### config.mk
export PLATFORM = sky130hd
export DESIGN_NAME = inst_loader
export DESIGN_NICKNAME = d
export VERILOG_FILES = /design/src/rtl/inst_loader_pkg.sv /design/src/rtl/inst_loader_word_assembler.sv /design/src/rtl/inst_loader.sv
export SDC_FILE = /design/constraint.sdc
export NUM_CORES = 1
export LEC_CHECK = 0
export ABC_AREA = 1
export CELL_PAD_IN_SITES_DETAIL_PLACEMENT = 1
export CELL_PAD_IN_SITES_GLOBAL_PLACEMENT = 1
export CORE_MARGIN = 3
export CORE_UTILIZATION = 41
export CTS_BUF_LIST = sky130_fd_sc_hd__clkbuf_4 sky130_fd_sc_hd__clkbuf_8 sky130_fd_sc_hd__clkbuf_16
export DETAILED_ROUTE_END_ITERATION = 7
export GPL_ROUTABILITY_DRIVEN = 1
export PLACE_DENSITY = 0.92
export SETUP_SLACK_MARGIN = 0.1
export SYNTH_ARGS = -nofsm -noshare
export SYNTH_HDL_FRONTEND = slang
export SYNTH_SLANG_ARGS = --single-unit
### constraint.sdc
create_clock -name Clk -period 2.9 [get_ports Clk]
set_input_delay 0.435 -clock Clk [delete_from_list [all_inputs] [get_ports Clk]]
set_output_delay 0.435 -clock Clk [all_outputs]
set_load 0.03 [all_outputs]
### src/rtl/inst_loader_pkg.sv
// Shared types and constants for the instruction-image loader.
// Imported by the loader top and its word assembler.
package inst_loader_pkg;

  typedef enum logic [2:0] {
    IDLE,
    LEN_HI,
    LEN_LO,
    DATA,
    WRITE,
    CHECK,
    DONE,
    ERR
  } state_t;

  localparam int LEN_BYTES      = 2;
  localparam int BYTES_PER_WORD = 4;
  localparam int LEN_W          = 8 * LEN_BYTES;
  localparam int WORD_W         = 8 * BYTES_PER_WORD;

endpackage

### src/rtl/inst_loader_word_assembler.sv
// Packs a big-endian byte stream into 32-bit words.
// word already includes the byte being shifted this cycle.
module inst_loader_word_assembler
  import inst_loader_pkg::*;
(
  input  logic              clk,
  input  logic              rst_n,
  input  logic              clear,
  input  logic              shift,
  input  logic [7:0]        data,
  output logic [WORD_W-1:0] word,
  output logic              word_full
);

  logic [WORD_W-9:0] sr;
  logic [1:0]        cnt;

  // The live byte completes the word, so the top can
  // capture it on the same edge as the last accept.
  assign word      = {sr, data};
  assign word_full = shift
                  && (cnt == 2'(BYTES_PER_WORD - 1));

  // Shift accepted bytes in and count position in word.
  always_ff @(posedge clk) begin
    if (!rst_n || clear) begin
      sr  <= '0;
      cnt <= '0;
    end else if (shift) begin
      sr  <= word[WORD_W-9:0];
      cnt <= cnt + 2'd1;
    end
  end

endmodule

### src/rtl/inst_loader.sv
// Streams a length-prefixed, XOR-checked program image
// into instruction memory and releases the CPU when good.
module inst_loader
  import inst_loader_pkg::*;
#(
  parameter int DEPTH     = 256,
  parameter int BASE_ADDR = 0
) (
  input  logic        Clk,
  input  logic        Rst,
  input  logic        Start,
  input  logic [7:0]  Rx_Data,
  input  logic        Rx_Valid,
  output logic        Rx_Ready,
  output logic        Mem_Write,
  output logic [31:0] Mem_Address,
  output logic [31:0] Mem_Data,
  output logic        Cpu_Hold,
  output logic        Done,
  output logic        Error,
  output logic [15:0] Word_Count
);

  state_t            state;
  logic [LEN_W-1:0]  len;
  logic [LEN_W-1:0]  n_rx;
  logic [7:0]        csum;
  logic [15:0]       count_nx;
  logic              accept;
  logic              go;
  logic              shift;
  logic [WORD_W-1:0] word;
  logic              word_full;

  assign accept   = Rx_Valid && Rx_Ready;
  assign go       = Start
                 && (state inside {IDLE, DONE, ERR});
  assign shift    = accept && (state == DATA);
  assign n_rx     = {len[LEN_W-1:8], Rx_Data};
  assign count_nx = Word_Count + 16'd1;

  inst_loader_word_assembler u_asm (
    .clk       (Clk),
    .rst_n     (Rst),
    .clear     (go),
    .shift     (shift),
    .data      (Rx_Data),
    .word      (word),
    .word_full (word_full)
  );

  // Load sequencer; all outputs are registered here.
  always_ff @(posedge Clk) begin
    if (!Rst) begin
      state       <= IDLE;
      Rx_Ready    <= 1'b0;
      Mem_Write   <= 1'b0;
      Mem_Address <= '0;
      Mem_Data    <= '0;
      Cpu_Hold    <= 1'b1;
      Done        <= 1'b0;
      Error       <= 1'b0;
      Word_Count  <= '0;
      len         <= '0;
      csum        <= '0;
    end else begin
      Mem_Write <= 1'b0;
      unique case (state)
        IDLE, DONE, ERR: begin
          if (Start) begin
            state      <= LEN_HI;
            Rx_Ready   <= 1'b1;
            Cpu_Hold   <= 1'b1;
            Done       <= 1'b0;
            Error      <= 1'b0;
            Word_Count <= '0;
            csum       <= '0;
          end
        end
        LEN_HI: begin
          if (accept) begin
            len[LEN_W-1:8] <= Rx_Data;
            csum           <= csum ^ Rx_Data;
            state          <= LEN_LO;
          end
        end
        LEN_LO: begin
          if (accept) begin
            len[7:0] <= Rx_Data;
            csum     <= csum ^ Rx_Data;
            if ({16'd0, n_rx} > 32'(DEPTH)) begin
              state    <= ERR;
              Rx_Ready <= 1'b0;
              Error    <= 1'b1;
            end else if (n_rx == '0) begin
              state <= CHECK;
            end else begin
              state <= DATA;
            end
          end
        end
        DATA: begin
          if (accept) begin
            csum <= csum ^ Rx_Data;
            if (word_full) begin
              state       <= WRITE;
              Rx_Ready    <= 1'b0;
              Mem_Write   <= 1'b1;
              Mem_Address <= 32'(BASE_ADDR)
                           + 32'(Word_Count);
              Mem_Data    <= word;
            end
          end
        end
        WRITE: begin
          Word_Count <= count_nx;
          Rx_Ready   <= 1'b1;
          if (count_nx == len) state <= CHECK;
          else                 state <= DATA;
        end
        CHECK: begin
          if (accept) begin
            Rx_Ready <= 1'b0;
            if (Rx_Data == csum) begin
              state    <= DONE;
              Done     <= 1'b1;
              Cpu_Hold <= 1'b0;
            end else begin
              state <= ERR;
              Error <= 1'b1;
            end
          end
        end
        default: begin
          state    <= IDLE;
          Rx_Ready <= 1'b0;
        end
      endcase
    end
  end

endmodule

==> metrics, run 1 <==
status=complete, no violations; io pins=97; CTS tree=built; P_sw=1.46 mW; share of Yosys cell area claimed by the top area cell type=0.454; total power=4.81 mW; Initial Util=0.423; max-slew violation count=0; Multi-input gate area=2530 µm²; top post-synthesis cells by count=188 x nand2_1, 122 x dfxtp_1, 83 x a21oi_1; crit path time final=2.50 ns; Most Used Layer, Global Route=met2; first-pass detailed-route iteration total=7; synthesized area per cell=7.31 µm²; max frequency=399 MHz; Hold Crit Class=register to register; vias in the first global route=5,612; Post-synth EDFFs=0; cts bufs inserted=17; Combinational Power Share=0.164; Synth Flop Type=dfxtp_1; mux cell area share after synthesis=0; Place WS=0.527 ns; H-tree depth=4; Buf/Inv on CP=1; Sw Share=0.303; dpl cell area=6270 µm²; most numerous cell in the Yosys netlist=nand2_1; CTS-repair resized insts=0; remaining global-route overflow=0; CP arrival=2.75 ns; layout cell share with drive strength beyond 1=0.0800; largest stage delay on the critical path=0.75 ns; Die X=121 µm; Post-Synth XOR/XNOR Area=0.0314; final worst setup slack=0.396 ns; Clock Skew=0.00961 ns; slew margin rel.=0.387; setup TNS=0 ns; Inst Count DP=966; postcts setup bufs=0; num rows=41; die area=14,500 µm²; worst-margin pin slew=0.917 ns; met1 usage=0.303; Yosys top cell by area=dfxtp_1; n_diodes=0; simple-gate share of the synthesized area=0.272; critical path capture point type=register; critical path type=register to register; WL/cell=18.2 µm; Final Cell Area=6870 µm²; routed via count=5,438; Iter 0 DRT Violations=428; Final Hold Fails=0; final RePlAce weighted congestion=0.847; GRT Util Overall=0.254; most frequent CP cell=nor2_1; area delta synth->final=27.7%; Peak VDD IR=437 µV; Max Cap Violations=0; global-route wire length before repair=29.2 mm; crit path max fanout=26; fin crit share=0.863; clock slew at reported path FFs=0.06 ns; final WL=18.2 mm; Fillers=1,623; Mapped Cells=736; Global Route met2 Usage=0.447; Die Ht=121 µm; Via density=5.45; final setup fails=0; Critical Path Source Type=register; Final nets=827; Synth Area in Compound Gates=0.151; Max clock buf depth=2; internal power=3.35 mW; # port buffers=80; Syn Std Cell Area=5380 µm²; M3 GR Usage=0.0524; delay-heaviest family, CP=simple AND/OR/NAND/NOR gates; largest net degree at the start of global routing=43; worst-skew pair later-pin latency=0.43 ns; Flop pwr share=0.381; Async S/R FF share, synth=0; RSZ-0062 raised after global routing=no; final non-filler cell total=997; crit path cell chain=nor2_1 -> nor2_1 -> inv_2 -> nor2_1 -> nand2_1 -> nand2_1 -> a21oi_1; DRC violations left=0; WP data required=3.15 ns; Post-Synth Adder-Cell Area=0.00465; clock group share of total power=0.455; hold_buf cts=0; register area=2440 µm²; sequential fraction of the synthesis area=0.454; distinct cell type count after synthesis=33; Slowest cell on crit path=nand2_1; clock sinks=122; initial antenna violation count=0; CORE AREA=12,700 µm²; largest family of logic cells by synthesized area=simple AND/OR/NAND/NOR gates; Seq cells post-synth=122; Root Buffer=clkbuf_16; post-route ant nets=0; power per cell area=700 nW/µm²; Synth area leaders=dfxtp_1 45%, nand2_1 13%, a21oi_1 7.7%, o21ai_0 5.8%, nand3_1 5.5%; post-DP HPWL=12.0 mm; leakage=2.69 nW; Ys Warns=0
placed cells by master (no fill, tap or decap), types with 3 or more instances in the layout:
| master | n |
|---|---|
| clkdlybuf4s50_1 | 79 |
| dfxtp_1 | 122 |
| clkinv_4 | 5 |
| a21oi_1 | 83 |
| conb_1 | 16 |
| nand2_1 | 188 |
| inv_2 | 8 |
| nand3_1 | 59 |
| nand4_1 | 14 |
| bufinv_16 | 3 |
| o21ai_0 | 62 |
| nor2_1 | 52 |
| nor2_4 | 6 |
| o211a_1 | 4 |
| clkbuf_16 | 17 |
| nand3b_1 | 3 |
| xnor2_1 | 5 |
| nor2_2 | 6 |
| xor2_1 | 9 |
| inv_1 | 52 |
| clkinvlp_4 | 3 |
| buf_4 | 8 |
kinds of logic after synthesis:
| family | count (synthesis) |
|---|---|
| xor gates and xnor gates | 16 |
| and+or+nand+nor | 335 |
| AOI/OAI and AO/OA | 155 |
| buffers and inverters | 105 |
| adders and majority gates | 2 |
| other | 1 |
| DFF | 122 |
tightest hold or removal path: cells and delay by family (launching register included):
family / cells / cell delay (ns)
compound gates: 1 / 0.06
flops: 1 / 0.31
simple gates: 1 / 0.06
registers in the layout, indices dropped and copies added, names as in the netlist:
| signal | count |
|---|---|
| Cpu_Hold | 1 |
| csum | 8 |
| len | 16 |
| state | 3 |
| u_asm.sr | 24 |
| Mem_Data | 32 |
| Done | 1 |
| Error | 1 |
| Rx_Ready | 1 |
| Mem_Address | 16 |
| u_asm.cnt | 2 |
| Word_Count | 16 |
| Mem_Write | 1 |
through the flow:
step | util | hold WS [ns]
after floorplan | - | 0.438
after global placement | 0.493 | 0.453
after detailed placement | 0.493 | 0.461
after CTS | 0.540 | 0.477
after global routing | 0.540 | 0.492
final | 0.540 | 0.472
metal layers:
layer,vias up,wire [µm]
met5,-,0
met3,52,910
met4,0,550
met1,2662,7480
met2,194,9210
li1,2530,-
path summary, 6_finish.rpt:
path	start	endpoint	slack (ns)	depth (start not counted)
hold / removal	Error	Error	0.47	2
setup reg to reg	state[2]	u_asm.sr[2]	0.40	7
hold reg to reg	Error	Error	0.47	2
setup / recovery	state[2]	u_asm.sr[2]	0.40	7
power groups by stage:
stage,Combinational [mW],Clock [mW],Sequential (mW)
5_1_grt,0.868,2.28,1.84
2_1_floorplan,0.556,0,1.86
3_3_place_gp,0.702,0,1.86
4_1_cts,0.789,2.20,1.83
3_5_place_dp,0.758,0,1.86
6_report,0.789,2.19,1.83
final cells by class:
class,count,area share
Clock buffer,18,0.0630
Clock inverter,13,0.0251
Inverter,60,0.0328
Multi-Input combinational cell,524,0.368
Sequential cell,122,0.355
Tap cell,172,0.0313
Timing Repair Buffer,88,0.125
No activity file was read; power rests on OpenSTA's default activity.
==> run 2, diff against run 1 <==
--- a/config.mk
+++ b/config.mk
@@ -12,8 +12,8 @@
 export CORE_UTILIZATION = 41
 export CTS_BUF_LIST = sky130_fd_sc_hd__clkbuf_4 sky130_fd_sc_hd__clkbuf_8 sky130_fd_sc_hd__clkbuf_16
 export DETAILED_ROUTE_END_ITERATION = 7
-export GPL_ROUTABILITY_DRIVEN = 1
 export PLACE_DENSITY = 0.92
+export REMOVE_ABC_BUFFERS = 1
 export SETUP_SLACK_MARGIN = 0.1
 export SYNTH_ARGS = -nofsm -noshare
 export SYNTH_HDL_FRONTEND = slang
==> metrics, run 2 (synthesized netlist as in run 1, its figures left out) <==
delay-heaviest family, CP=simple AND/OR/NAND/NOR gates; largest stage delay on the critical path=0.59 ns; fin crit share=0.849; H-tree depth=4; area delta synth->final=27.9%; clock slew at reported path FFs=0.06 ns; setup TNS=0 ns; slew margin rel.=0.413; critical path type=register to register; Iter 0 DRT Violations=348; WP data required=3.22 ns; final setup fails=0; global-route wire length before repair=28.8 mm; num rows=41; Hold Crit Class=input pin to register; Critical Path Source Type=register; Hold Path End=Mem_Address[5]; worst-margin pin slew=0.878 ns; critical path capture point type=register; hold_buf cts=0; CTS-repair resized insts=0; largest net degree at the start of global routing=61; max frequency=406 MHz; post-DP HPWL=11.9 mm; Root Buffer=clkbuf_16; Hold Crit Depth=3; Slowest cell on crit path=nand2_1; post-route ant nets=0; Final Hold Fails=0; Die Ht=121 µm; Hold Slack=0.445 ns; Max clock buf depth=2; initial antenna violation count=0; status=complete, no violations; RSZ-0062 raised after global routing=no; commonest non-fill, non-tap cell in the layout=nand2_1; Initial Util=0.423; Fillers=1,633; final RePlAce weighted congestion=0.850; worst flop-to-flop path startpoint=state[1]; routed via count=5,336; Multi-input gate area=2530 µm²; postcts setup bufs=0; die area=14,500 µm²; # port buffers=80; Worst Min Path Start=Rst; DRC violations left=0; clock sinks=122; Place WS=0.348 ns; CTS tree=built; Die X=121 µm; R2R setup slack=0.44 ns; final WL=17.7 mm; max FFs per register=32; Via density=5.33; n_diodes=0; Peak VDD IR=284 µV; Worst R2R Path Depth=8; vias in the first global route=5,628; register area=2440 µm²; Buf/Inv on CP=2; first-pass detailed-route iteration total=4; worst-skew pair later-pin latency=0.42 ns; Max Cap Violations=0; most frequent cells in the layout=188 x nand2_1, 122 x dfxtp_1, 83 x a21oi_1; cts bufs inserted=17; crit path cell chain=inv_1 -> nor2_1 -> nor2_1 -> inv_2 -> nor2_1 -> nand2_1 -> nand2_1 -> a21oi_1; Top Registers=Mem_Data x32, u_asm.sr x24; CP arrival=2.78 ns; Biggest register=Mem_Data; final worst setup slack=0.438 ns; crit path time final=2.46 ns; leakage=2.70 nW; CORE AREA=12,700 µm²; max-slew violation count=0; GRT Util Overall=0.249; layout cell share with drive strength beyond 1=0.0844; most frequent CP cell=nor2_1; Clock Skew=0.00934 ns; crit path max fanout=26; power per cell area=691 nW/µm²; io pins=97; remaining global-route overflow=0; WL/cell=17.7 µm; RR Endpoint=u_asm.sr[7]; Final nets=830
-- run 2: changes by cell type in the layout (fill, tap and decap cells not counted), sizes merged --
| cell | before | now |
|---|---|---|
| clkinv | 6 | 3 |
| inv | 61 | 65 |
| clkinvlp | 3 | 4 |
| bufinv | 3 | 2 |
| buf | 9 | 12 |
-- run 2: stage by stage --
stage | power, mW | cells | instance area, µm² | util
2_1_floorplan | 2.37 | 706 | 5190 | -
3_3_place_gp | 2.56 | 969 | 6290 | 0.494
3_5_place_dp | 2.62 | 969 | 6290 | 0.494
4_1_cts | 4.77 | 1001 | 6880 | 0.541
5_1_grt | 4.95 | 1001 | 6880 | 0.541
6_report | 4.76 | 1001 | 6880 | 0.541
-- run 2: area by class of cell --
class                   count  share of cell area
clock inverters            14              0.0236
inverters                  60              0.0327
repair buffers             91               0.128
flip-flops and latches    122               0.355
well taps                 172              0.0313
multi-input cells         524               0.367
clock buffers              18              0.0629
-- run 2: how the worst max path moves through the flow --
| stage | startpoint | endpoint | slack (ns) | depth (start not counted) |
|---|---|---|---|---|
| 2_1_floorplan | Rx_Ready | state[0] | 0.53 | 9 |
| 3_3_place_gp | Rx_Valid | Mem_Address[0] | 0.47 | 8 |
| 3_5_place_dp | Rx_Valid | Mem_Address[13] | 0.35 | 8 |
| 4_1_cts | state[2] | u_asm.sr[7] | 0.48 | 7 |
| 5_1_grt | state[2] | u_asm.sr[15] | 0.27 | 7 |
| 6_report | state[1] | u_asm.sr[7] | 0.44 | 8 |
-- run 2: worst min-delay path, delay by kind of cell --
kind | cells | cell delay [ns]
compound gates | 2 | 0.16
buf+inv | 1 | 0.21
-- run 2: power breakdown --
part	internal (mW)	total, mW	switching (mW)
Combinational	0.229	0.790	0.561
Sequential	1.76	1.83	0.0717
Clock	1.29	2.13	0.840
Total	3.28	4.76	1.47
-- run 2: routing by layer --
| metal | up-vias | GRT usage | share of wire |
|---|---|---|---|
| met2 | 129 | 0.447 | 0.52 |
| met1 | 2643 | 0.293 | 0.43 |
| met5 | - | 0 | 0 |
| met4 | 0 | 0.0829 | 0.016 |
| met3 | 25 | 0.0533 | 0.038 |
| li1 | 2539 | - | - |
